$ cat src/rtl/mem_arbiter.sv
// Two-requester arbiter for the single-port cpumemory: CPU priority, bounded debug wait,
// loader lock. Define MEM_ARBITER_WRPROT_EN to block CPU writes at or above PROT_BASE.
module mem_arbiter #(
  parameter int unsigned   AW        = 16,
  parameter int unsigned   DW        = 8,
  parameter int unsigned   MAX_WAIT  = 4,
  parameter logic [AW-1:0] PROT_BASE = AW'(16'hF000)
) (
  input  logic          clk,
  input  logic          rst_n,
  input  logic          cpu_req,
  input  logic          cpu_we,
  input  logic [AW-1:0] cpu_addr,
  input  logic [DW-1:0] cpu_wdata,
  output logic          cpu_gnt,
  output logic          cpu_rvalid,
  output logic [DW-1:0] cpu_rdata,
  output logic          cpu_wr_err,
  input  logic          dbg_req,
  input  logic          dbg_we,
  input  logic [AW-1:0] dbg_addr,
  input  logic [DW-1:0] dbg_wdata,
  input  logic          dbg_lock,
  output logic          dbg_gnt,
  output logic          dbg_rvalid,
  output logic [DW-1:0] dbg_rdata,
  output logic          locked,
  output logic [AW-1:0] mem_addr,
  output logic          mem_we,
  output logic [DW-1:0] mem_wdata,
  input  logic [DW-1:0] mem_rdata
);

  localparam int unsigned WaitW = 4;
  localparam logic [WaitW-1:0] WaitMax = WaitW'(MAX_WAIT);

  typedef enum logic {StRun, StLocked} state_e;

  state_e           state_q, state_d;
  logic [WaitW-1:0] wait_q, wait_d;
  logic             cpu_rvalid_q, cpu_rvalid_d;
  logic             dbg_rvalid_q, dbg_rvalid_d;
  logic             wr_err_q, wr_err_d;
  logic             cpu_gnt_raw, dbg_gnt_raw;
  logic             starve;
  logic             prot;

  always_comb begin
    starve      = 1'b0;
    cpu_gnt_raw = 1'b0;
    dbg_gnt_raw = 1'b0;
    if (state_q == StLocked) begin
      dbg_gnt_raw = dbg_req;
    end else begin
      starve      = dbg_req && (wait_q == WaitMax);
      cpu_gnt_raw = cpu_req & ~starve;
      dbg_gnt_raw = dbg_req & (~cpu_req | starve);
    end
  end

`ifdef MEM_ARBITER_WRPROT_EN
  assign prot = cpu_gnt_raw & cpu_we & (cpu_addr >= PROT_BASE);
`else
  logic unused_prot_base;
  assign unused_prot_base = ^PROT_BASE;
  assign prot = 1'b0;
`endif

  always_comb begin
    state_d = dbg_lock ? StLocked : StRun;
    wait_d  = wait_q;
    if (state_q == StLocked || dbg_lock || !dbg_req || dbg_gnt_raw) begin
      wait_d = '0;
    end else if (wait_q != WaitMax) begin
      wait_d = wait_q + 1'b1;
    end
    cpu_rvalid_d = cpu_gnt_raw & ~cpu_we;
    dbg_rvalid_d = dbg_gnt_raw & ~dbg_we;
    wr_err_d     = prot;
  end

  always_ff @(posedge clk or negedge rst_n) begin
    if (!rst_n) begin
      state_q      <= StRun;
      wait_q       <= '0;
      cpu_rvalid_q <= 1'b0;
      dbg_rvalid_q <= 1'b0;
      wr_err_q     <= 1'b0;
    end else begin
      state_q      <= state_d;
      wait_q       <= wait_d;
      cpu_rvalid_q <= cpu_rvalid_d;
      dbg_rvalid_q <= dbg_rvalid_d;
      wr_err_q     <= wr_err_d;
    end
  end

  // Outputs are gated by reset directly so nothing leaks to memory while it is held.
  always_comb begin
    cpu_gnt   = 1'b0;
    dbg_gnt   = 1'b0;
    mem_addr  = '0;
    mem_we    = 1'b0;
    mem_wdata = '0;
    if (rst_n) begin
      cpu_gnt = cpu_gnt_raw;
      dbg_gnt = dbg_gnt_raw;
      if (cpu_gnt_raw) begin
        mem_addr  = cpu_addr;
        mem_we    = cpu_we & ~prot;
        mem_wdata = cpu_wdata;
      end else if (dbg_gnt_raw) begin
        mem_addr  = dbg_addr;
        mem_we    = dbg_we;
        mem_wdata = dbg_wdata;
      end
    end
  end

  assign cpu_rvalid = cpu_rvalid_q;
  assign dbg_rvalid = dbg_rvalid_q;
  assign cpu_rdata  = cpu_rvalid_q ? mem_rdata : '0;
  assign dbg_rdata  = dbg_rvalid_q ? mem_rdata : '0;
  assign cpu_wr_err = wr_err_q;
  assign locked     = (state_q == StLocked);

endmodule

$ cat config.mk
export PLATFORM = sky130hd
export DESIGN_NAME = mem_arbiter
export DESIGN_NICKNAME = d
export VERILOG_FILES = /design/src/rtl/mem_arbiter.sv
export SDC_FILE = /design/constraint.sdc
export NUM_CORES = 1
export LEC_CHECK = 0
export CAP_MARGIN = 20
export CORE_UTILIZATION = 31
export DETAILED_ROUTE_END_ITERATION = 8
export PLACE_DENSITY = 0.91
export SLEW_MARGIN = 20
export SYNTH_ARGS = -nofsm -noshare
export SYNTH_HDL_FRONTEND = slang
export SYNTH_SLANG_ARGS = --single-unit
$ cat constraint.sdc
create_clock -name clk -period 3.9 [get_ports clk]
set_clock_uncertainty 0.2 [all_clocks]
set_input_delay 0.78 -clock clk [delete_from_list [all_inputs] [get_ports clk]]
set_output_delay 0.78 -clock clk [all_outputs]
set_load 0.02 [all_outputs]
# Yosys cells after proc, flatten, opt, wreduce, memory -nomap -nowiden
# Index checks and enable logic that the tools add are counted.
# word_totals
regBits,7
out_inout_bits,47
wordCells,40
# op_classes
n_addsub,1
n_eq_ne,2
muxes,18
n_bitwise,9
reduce_logical,6
# ops
op,n
2-to-1 mux 16 bit,3
2-to-1 mux 8 bit,5
2-to-1 mux 1 bit,8
2-to-1 mux 4 bit,2
"adder 4 x 1 -> 4 bit, second input constant",1
AND 1 bit,4
"equality test 4 x 3 -> 1 bit, second input constant",1
"inequality test 4 x 3 -> 1 bit, second input constant",1
inverter 1 bit,4
logical OR 1 bit,3
nonzero test 2 bit,1
logical AND 1 bit,1
logical NOT 1 bit,1
OR 1 bit,1

# Logic depth before layout (Yosys ltp)
# Gate-level depths: netlist of the first run.
# depth
word_depth,8
ltp_mapped,6

# Least setup slack after synthesis of the first run
# Ideal clock, no wire load.
# synth_timing
kind,input to output
from,input port dbg_req
to,output port mem_addr[10]
arrival_time_ps,1626
slack_ps,1294
cell_stages,4
n_path_buf,1
cell_sequence,nand4b_2 -> nand3b_4 -> buf_12 -> mux2i_1
# synth_between
elab_chain_len,7
word_cells_on_any_way,10
# synth_rtl
element,line,source
from (decl),19,"input logic dbg_req,"
logical AND 1 bit,55,starve = dbg_req && (wait_q == WaitMax);
OR 1 bit,57,dbg_gnt_raw = dbg_req & (~cpu_req | starve);
AND 1 bit,57,
2-to-1 mux 1 bit,52,if (state_q == StLocked) begin
2-to-1 mux 16 bit,112,end else if (dbg_gnt_raw) begin
2-to-1 mux 16 bit *,108,if (cpu_gnt_raw) begin
2-to-1 mux 16 bit *,105,if (rst_n) begin
to (decl),28,"output logic [AW-1:0] mem_addr,"
# Mark *: on every way between the ends. The rest lies on a longest branch, timed or not.

# Final worst setup path of the first run
# layout_timing
from,input port dbg_req
to,output port mem_addr[2]
# The elaborated chain is that of the path after synthesis.

==> results.json, run 1 <==
{
  "outcome": "finished, final reports clean",
  "synth_top_cell_area_share_pct": 24.3,
  "syn_area_um2": 1030,
  "critPathLaunch": "dbg_req",
  "power.leakage_uw": 0.000954,
  "nets": 307,
  "clkPwrFrac_pct": 20.6,
  "start_kind": "input port",
  "clock_sinks": 7,
  "synth.largest_area_cell": "mux2i_1",
  "setup_tns_ns": 0,
  "power_density_nw_per_um2": 162,
  "setup.worst_path.end_class": "output pin",
  "hold_depth": 1,
  "synth_fp_nets": 198,
  "clk_path_buf_depth": 2,
  "drc": 0,
  "p_int_uw": 229,
  "fin_ws_ns": 0.225,
  "r2r_cells": 6,
  "gr-usage-all-layers_pct": 17.9,
  "drt_iter0_markers": 24,
  "synth.avg_cell_area_um2": 7.75,
  "wl_per_cell_um": 11.4,
  "synth.yosys.seq_area_share_pct": 17.0,
  "drive_gt1_share_pct": 7.05,
  "detail-route-antenna-nets": 0,
  "crit_required_ns": 2.92,
  "io_pins": 110,
  "grt_pass1_vias": 1206,
  "r2r-end": "wait_q[2]",
  "core_um2": 3100,
  "max_freq_mhz": 272,
  "fp.dieW_um": 59.7,
  "routed_wl_um": 3240,
  "gr-total-overflow": 0,
  "vias": 1290,
  "rsz0062_at_grt": "no",
  "synth_warnings": 0,
  "multiInputGateArea_um2": 703,
  "netlist_instances": 133,
  "ys_ff_latch": 7,
  "hold_start": "wait_q[0]",
  "area_delta_synth_final_pct": 105,
  "reg2reg_from": "wait_q[0]",
  "holdCritPathClass": "register to register",
  "io_buffers": 108,
  "clock-root-buffer": "clkbuf_4",
  "cts_buffers": 3,
  "dp_slack_ns": 0.230,
  "dieArea_um2": 3560,
  "insertedDiodeCount": 0,
  "clk_pin_slew_ns": 0.06,
  "power_frac_seq_pct": 22.4,
  "start_util_pct": 33.2,
  "hpwl_um": 2650,
  "maxSlewViolCount": 0,
  "p_comb_share_pct": 57.0,
  "p_total_uw": 342,
  "cp_max_fo": 11,
  "cts_tree": "done",
  "postCtsSetupBuffers": 0,
  "drv_cap": 0,
  "grt_max_degree": 24,
  "grt_pass1_wl_um": 4820,
  "synth_area_leaders": "mux2i_1 24%, nand2_1 18%, dfrtp_1 17%",
  "period_minus_slack_ns": 3.67,
  "fp-row-count": 20,
  "path_class": "input port to output pin",
  "vias_per_cell": 4.53,
  "hold_violations": 0,
  "area.sequential_um2": 175,
  "drt_pass1_iterations": 4,
  "cts_repair_resize_count": 0,
  "clk-insertion-delay-late_ns": 0.27,
  "finalCritPeriodShare_pct": 94.2,
  "min_to": "wait_q[0]",
  "filler_cell_count": 264,
  "ctsHoldBuffers": 0,
  "final-setup-viol-count": 0,
  "gp_congestion": 0.731,
  "die_h_um": 59.7,
  "antenna_found_initial": 0,
  "htree_levels": 1,
  "r2r_slack_ns": 2.22,
  "synth_cell_types": 22,
  "peakVddDrop_v": 0.000116,
  "arrival_ns": 2.69,
  "netSwitchingPower_uw": 114,
  "sw_frac_of_total_pct": 33.3
}
Yosys cell counts:
cell	number
buf_12	5
nor4_1	1
conb_1	1
and2_1	17
buf_4	2
inv_1	5
a21oi_1	1
nand2_1	50
buf_6	1
nand3b_4	1
nand2b_1	1
clkbuf_1	2
nand4b_2	1
nor3_2	3
and3_2	1
and3b_2	1
mux2i_1	25
dfrtp_1	7
nand3_1	2
ha_1	2
xnor2_1	1
nor2_1	3
worst max-delay path, cell delays in order:
cell and delay, ns:
clkdlybuf4s50_1 0.58, nand4b_2 0.16, nand3b_4 0.11, buf_4 0.22
mux2i_1 0.22, clkdlybuf4s50_1 0.62
metal layers:
layer  GRT usage [%]  up-vias  wire length [um]
met2            33.7       72              1720
met4            6.98        0                31
met5               0        -                 0
met3            5.63        4               259
met1            18.1      574              1230
li1                -      640                 -
sequential cells by signal, summed over array words and instances, names as in the netlist:
register	cells
locked	1
cpu_rvalid	1
dbg_rvalid	1
wait_q	4
stage by stage:
| stage | instances | hold slack, ns | utilization (%) | instance area, um^2 |
|---|---|---|---|---|
| CTS | 285 | 0.318 | 68.3 | 2120 |
| global placement | 281 | 0.292 | 67.4 | 2090 |
| global route | 285 | 0.326 | 68.3 | 2120 |
| finish | 285 | 0.318 | 68.3 | 2120 |
| detailed placement | 281 | 0.306 | 67.4 | 2090 |
| floorplan | 133 | 0.267 | - | 1030 |
layout by cell type (no fill, tap or decap):
master           Yosys  final
mux2i_1             25     25
and3b_2              1      1
ha_1                 2      2
clkbuf_4             0      3
and2_1              17     17
nand4b_2             1      1
nand2b_1             1      1
nand3b_4             1      1
nand3_1              2      2
clkinv_2             0      1
buf_12               5      1
clkdlybuf4s50_1      0    108
nor4_1               1      1
nor3_2               3      3
a21oi_1              1      1
and3_2               1      1
nand2_1             50     50
xnor2_1              1      1
conb_1               1      1
inv_1                5      5
nor2_1               3      3
dfrtp_1              7      7
buf_4                2      5
how the worst max path moves through the flow:
stage	cells past startpoint	end
after detailed placement	6	mem_addr[2]
after floorplan	4	mem_addr[10]
final	6	mem_addr[2]
after global placement	6	mem_wdata[4]
after global routing	6	mem_wdata[2]
after CTS	6	mem_addr[2]
power by group through the flow:
stage / sequential [uW] / clock (uW) / combinational [uW]
2_1_floorplan: 79.3 / 0 / 86.6
3_3_place_gp: 78.0 / 0 / 194
3_5_place_dp: 78.2 / 0 / 196
4_1_cts: 76.8 / 71.4 / 197
5_1_grt: 77.1 / 76.6 / 209
6_report: 76.8 / 70.5 / 195
layout make-up:
type	count	share of cell area (%)
well taps	44	2.60
multi-input cells	111	33.2
clock inverters	1	0.236
flip-flops and latches	7	8.27
clock buffers	3	1.06
repair buffers	114	53.8
inverters	5	0.886
cells by family (layout without fill, tap and decap cells):
| kind of cell | Yosys count | after routing | share of synthesized area [%] |
|---|---|---|---|
| AOI/OAI and AO/OA | 1 | 1 | 0.485 |
| xor gates and xnor gates | 1 | 1 | 0.850 |
| adders and majority gates | 2 | 2 | 2.43 |
| buffers and inverters | 15 | 123 | 14.8 |
| DFF | 7 | 7 | 17.0 |
| muxes | 25 | 25 | 24.3 |
| other | 1 | 1 | 0.364 |
| and+or+nand+nor | 81 | 81 | 39.8 |
Note: power is estimated with default switching activity, not from simulation.
==> run 2: changes to the inputs <==
--- a/config.mk
+++ b/config.mk
@@ -7,8 +7,10 @@
 export LEC_CHECK = 0
 export CAP_MARGIN = 20
 export CORE_UTILIZATION = 31
+export CTS_CLUSTER_SIZE = 16
 export DETAILED_ROUTE_END_ITERATION = 8
 export PLACE_DENSITY = 0.91
+export RECOVER_POWER = 100
 export SLEW_MARGIN = 20
 export SYNTH_ARGS = -nofsm -noshare
 export SYNTH_HDL_FRONTEND = slang
==> run 2 against run 1 <==
Effect of this change: count of clock-buffer cells in the layout unchanged; sequential cell count unchanged; first-iteration DRC count down 8.3%; critical path depth unchanged; final area down 1.0%; critical path type unchanged; largest cell class unchanged.
==> results.json, run 2 (synthesized netlist as in run 1, its figures left out) <==
{
  "setup.worst_path.end_class": "output pin",
  "htree_levels": 1,
  "start_util_pct": 33.2,
  "power_density_nw_per_um2": 159,
  "grt_pass1_vias": 1206,
  "cts_buffers": 3,
  "crit_required_ns": 2.92,
  "peakVddDrop_v": 0.000115,
  "power_frac_seq_pct": 23.0,
  "netSwitchingPower_uw": 112,
  "drive_gt1_share_pct": 5.81,
  "dieArea_um2": 3560,
  "period_minus_slack_ns": 3.74,
  "p_int_uw": 221,
  "cp_max_fo": 22,
  "hold_violations": 0,
  "regMostFlops": "wait_q",
  "io_buffers": 108,
  "cts_repair_resize_count": 0,
  "rsz0062_at_grt": "no",
  "largest_reg_flops": 4,
  "fin_ws_ns": 0.158,
  "wl_per_cell_um": 11.3,
  "drt_pass1_iterations": 4,
  "worst_pin_slew_ns": 0.513,
  "core_um2": 3100,
  "arrival_ns": 2.76,
  "start_kind": "input port",
  "power.leakage_uw": 0.00104,
  "slew_headroom_pct": 65.8,
  "antenna_found_initial": 0,
  "fp.dieW_um": 59.7,
  "clk-insertion-delay-late_ns": 0.27,
  "path_class": "input port to output pin",
  "clock-root-buffer": "clkbuf_4",
  "place_inst": 281,
  "p_comb_share_pct": 56.0,
  "clk_pin_slew_ns": 0.06,
  "vias_per_cell": 4.54,
  "grt_pass1_wl_um": 4820,
  "gp_congestion": 0.731,
  "drv_cap": 0,
  "insertedDiodeCount": 0,
  "clock_sinks": 7,
  "grt_max_degree": 24,
  "holdCritPathClass": "register to register",
  "finalCritPeriodShare_pct": 96.0,
  "routed_wl_um": 3210,
  "hold_ws_ns": 0.320,
  "drt_iter0_markers": 22,
  "clk_path_buf_depth": 2,
  "ctsHoldBuffers": 0,
  "maxSlewViolCount": 0,
  "setup_tns_ns": 0,
  "final_cell_mix": "71 x clkdlybuf4s50_1, 50 x nand2_1, 37 x dlygate4sd3_1",
  "gr-usage-all-layers_pct": 17.9,
  "io_pins": 110,
  "outcome": "finished, final reports clean",
  "fp-row-count": 20,
  "clkPwrFrac_pct": 21.0,
  "final-setup-viol-count": 0,
  "gr-total-overflow": 0,
  "detail-route-antenna-nets": 0,
  "cts_tree": "done",
  "filler_cell_count": 264,
  "hpwl_um": 2650,
  "fin_util_pct": 67.6,
  "dp_slack_ns": 0.230,
  "postCtsSetupBuffers": 0,
  "area_delta_synth_final_pct": 103,
  "final_common_cell": "clkdlybuf4s50_1",
  "instances_no_fill": 285,
  "sw_frac_of_total_pct": 33.6,
  "vias": 1293,
  "die_h_um": 59.7,
  "nets": 307,
  "max_freq_mhz": 267,
  "drc": 0
}
-- run 2: final timing paths --
| kind | startpoint | to | slack [ns] | cells after the start |
|---|---|---|---|---|
| worst min register to register | wait_q[0] | wait_q[0] | 0.32 | 1 |
| worst max-delay path | dbg_req | mem_addr[15] | 0.16 | 6 |
| worst max register to register | wait_q[0] | wait_q[2] | 2.17 | 6 |
| min in group asynchronous | rst_n | locked | 0.78 | 2 |
| max in group asynchronous | rst_n | cpu_rvalid | 2.29 | 2 |
| worst min-delay path | wait_q[0] | wait_q[0] | 0.32 | 1 |
-- run 2: per-stage QoR --
step	area [um^2]	total power [uW]
6_report	2100	333
4_1_cts	2120	345
2_1_floorplan	1030	166
3_3_place_gp	2090	272
3_5_place_dp	2090	274
5_1_grt	2100	354
-- run 2: power by group through the flow --
| stage | combinational, uW | sequential, uW | clock (uW) |
|---|---|---|---|
| global route | 200 | 76.9 | 76.6 |
| floorplan | 86.6 | 79.3 | 0 |
| finish | 187 | 76.6 | 69.8 |
| CTS | 197 | 76.8 | 71.4 |
| detailed placement | 196 | 78.2 | 0 |
| global placement | 194 | 78.0 | 0 |
-- run 2: layer usage --
| metal | share of wire [%] | vias to the layer above | track usage [%] | routed length, um |
|---|---|---|---|---|
| li1 | - | 640 | - | - |
| met1 | 38 | 577 | 18.1 | 1210 |
| met2 | 53 | 70 | 33.7 | 1690 |
| met3 | 8.2 | 6 | 5.63 | 264 |
| met4 | 1.4 | 0 | 6.98 | 45 |
| met5 | 0 | - | 0 | 0 |
-- run 2: layout make-up --
type	count	area (um^2)	area share, %
Clock buffer	3	22.5	1.07
Clock inverter	1	5.00	0.239
Inverter	5	18.8	0.895
Multi-Input combinational cell	111	686	32.7
Sequential cell	7	175	8.35
Tap cell	44	55.1	2.63
Timing Repair Buffer	114	1130	54.1
-- run 2: worst max-delay path, cell delays in order --
cell	delay [ns]
clkdlybuf4s50_1	0.57
nand4b_2	0.12
nand3b_1	0.16
buf_12	0.21
mux2i_1	0.19
dlygate4sd3_1	0.71
==> run 3: changes to the inputs <==
--- a/config.mk
+++ b/config.mk
@@ -6,10 +6,11 @@
 export NUM_CORES = 1
 export LEC_CHECK = 0
 export CAP_MARGIN = 20
-export CORE_UTILIZATION = 31
+export CORE_UTILIZATION = 32
+export CTS_BUF_LIST = sky130_fd_sc_hd__clkbuf_2
 export CTS_CLUSTER_SIZE = 16
 export DETAILED_ROUTE_END_ITERATION = 8
-export PLACE_DENSITY = 0.91
+export PLACE_DENSITY = 0.94
 export RECOVER_POWER = 100
 export SLEW_MARGIN = 20
 export SYNTH_ARGS = -nofsm -noshare
==> run 3 against run 2 <==
Effect of this change: non-clock buffer count decreased by 2; global-route usage grew 0.54 points; sequential cell count is the same; combinational power is essentially flat; power is 4.1% lower; utilization increased by 1.3 points; critical endpoint is now mem_wdata[2]; die area down 3.0%; largest power group unchanged; final cell count fell by 0.70%.
==> results.json, run 3 (synthesized netlist as in run 1, its figures left out) <==
{
  "outcome": "finished, final reports clean",
  "cts_repair_resize_count": 0,
  "die_h_um": 58.8,
  "detail-route-antenna-nets": 0,
  "nets": 305,
  "power_density_nw_per_um2": 152,
  "grt_pass1_vias": 1151,
  "cp_slowest_cell": "dlygate4sd3_1",
  "hpwl_um": 2620,
  "arrival_ns": 2.73,
  "gr-total-overflow": 0,
  "core_um2": 3050,
  "drt_iter0_markers": 47,
  "io_buffers": 108,
  "peakVddDrop_v": 0.0000920,
  "final_common_cell": "clkdlybuf4s50_1",
  "hold_start": "wait_q[0]",
  "fp.dieW_um": 58.8,
  "maxSlewViolCount": 0,
  "power.leakage_uw": 0.00105,
  "grt_max_degree": 36,
  "clk_pin_slew_ns": 0.07,
  "regMostFlops": "wait_q",
  "critPathLaunch": "dbg_req",
  "path_class": "input port to output pin",
  "crit_required_ns": 2.92,
  "fin_util_pct": 68.9,
  "slowest_delay_ns": 0.69,
  "gr-usage-all-layers_pct": 18.4,
  "drv_cap": 0,
  "reg2reg_from": "wait_q[0]",
  "wl_per_cell_um": 11.5,
  "routed_wl_um": 3260,
  "largest_reg_flops": 4,
  "gp_congestion": 0.812,
  "cp_max_fo": 24,
  "start_kind": "input port",
  "clock_sinks": 7,
  "postCtsSetupBuffers": 0,
  "rsz0062_at_grt": "no",
  "clk_path_buf_depth": 2,
  "drt_pass1_iterations": 4,
  "io_pins": 110,
  "drc": 0,
  "finalCritPeriodShare_pct": 95.3,
  "drive_gt1_share_pct": 5.86,
  "cts_buffers": 3,
  "grt_pass1_wl_um": 4960,
  "r2r_slack_ns": 2.26,
  "dieArea_um2": 3450,
  "crit_chain": "clkdlybuf4s50_1 > and2_1 > clkbuf_4 > nand2_1 > mux2i_1 > dlygate4sd3_1",
  "holdCritPathClass": "register to register",
  "setup_tns_ns": 0,
  "cts_tree": "done",
  "hold_violations": 0,
  "htree_levels": 1,
  "filler_cell_count": 265,
  "final-setup-viol-count": 0,
  "area_delta_synth_final_pct": 104,
  "clock-root-buffer": "clkbuf_2",
  "multiInputGateArea_um2": 698,
  "insertedDiodeCount": 0,
  "setup.worst_path.end_class": "output pin",
  "ctsHoldBuffers": 0,
  "max_freq_mhz": 269,
  "start_util_pct": 33.8,
  "period_minus_slack_ns": 3.71,
  "vias": 1303,
  "final_cell_mix": "68 x clkdlybuf4s50_1, 50 x nand2_1, 40 x dlygate4sd3_1",
  "clk-insertion-delay-late_ns": 0.24,
  "vias_per_cell": 4.60,
  "area.sequential_um2": 175,
  "antenna_found_initial": 0,
  "fp-row-count": 20
}
[run 3: cell count changes in the layout (fill, tap and decap cells not counted)]
cell,previous run,this run
buf_12,1,2
clkinv_2,1,0
dlygate4sd3_1,37,40
buf_4,4,1
clkbuf_1,1,0
nand3b_4,0,1
clkbuf_2,0,4
clkbuf_4,3,1
clkdlybuf4s50_1,71,68
nand3b_1,1,0
[run 3: per-stage QoR]
stage | area (um^2) | setup WS, ns | hold WS [ns] | power [uW] | cells
floorplan | 1030 | 1.29 | 0.267 | 166 | 133
global placement | 2090 | 0.310 | 0.288 | 272 | 279
detailed placement | 2090 | 0.241 | 0.294 | 275 | 279
CTS | 2110 | 0.235 | 0.308 | 331 | 283
global route | 2100 | 0.0596 | 0.349 | 341 | 283
finish | 2100 | 0.185 | 0.312 | 319 | 283
[run 3: worst max-delay path: cells and delay by family]
| family | cells | cell delay [ns] |
|---|---|---|
| AND/OR/NAND/NOR | 2 | 0.25 |
| buffers and inverters | 3 | 1.57 |
| multiplexers | 1 | 0.14 |
[run 3: per-layer routing]
metal | up-vias | GRT usage (%) | wire, um
met5 | - | 0 | 0
met4 | 0 | 2.04 | 0
met3 | 0 | 6.37 | 344
met2 | 78 | 34.9 | 1730
met1 | 586 | 20.2 | 1190
li1 | 639 | - | -
[run 3: layout make-up]
cell class	count	share of cell area (%)
Timing Repair Buffer	112	54.0
Multi-Input combinational cell	111	33.2
Sequential cell	7	8.33
Tap cell	44	2.62
Clock buffer	4	0.952
Inverter	5	0.892
[run 3: path summary, 6_finish.rpt]
kind,end,depth (start not counted)
min in group asynchronous,wait_q[2],2
hold / removal,wait_q[0],1
max in group asynchronous,wait_q[1],2
hold reg to reg,wait_q[0],1
setup reg to reg,wait_q[2],6
setup / recovery,mem_wdata[2],6
[run 3: power breakdown]
part	switching (uW)	total [uW]	internal, uW
sequential	2.27	76.6	74.3
combinational	78.6	188	109
clock	27.2	54.4	27.2
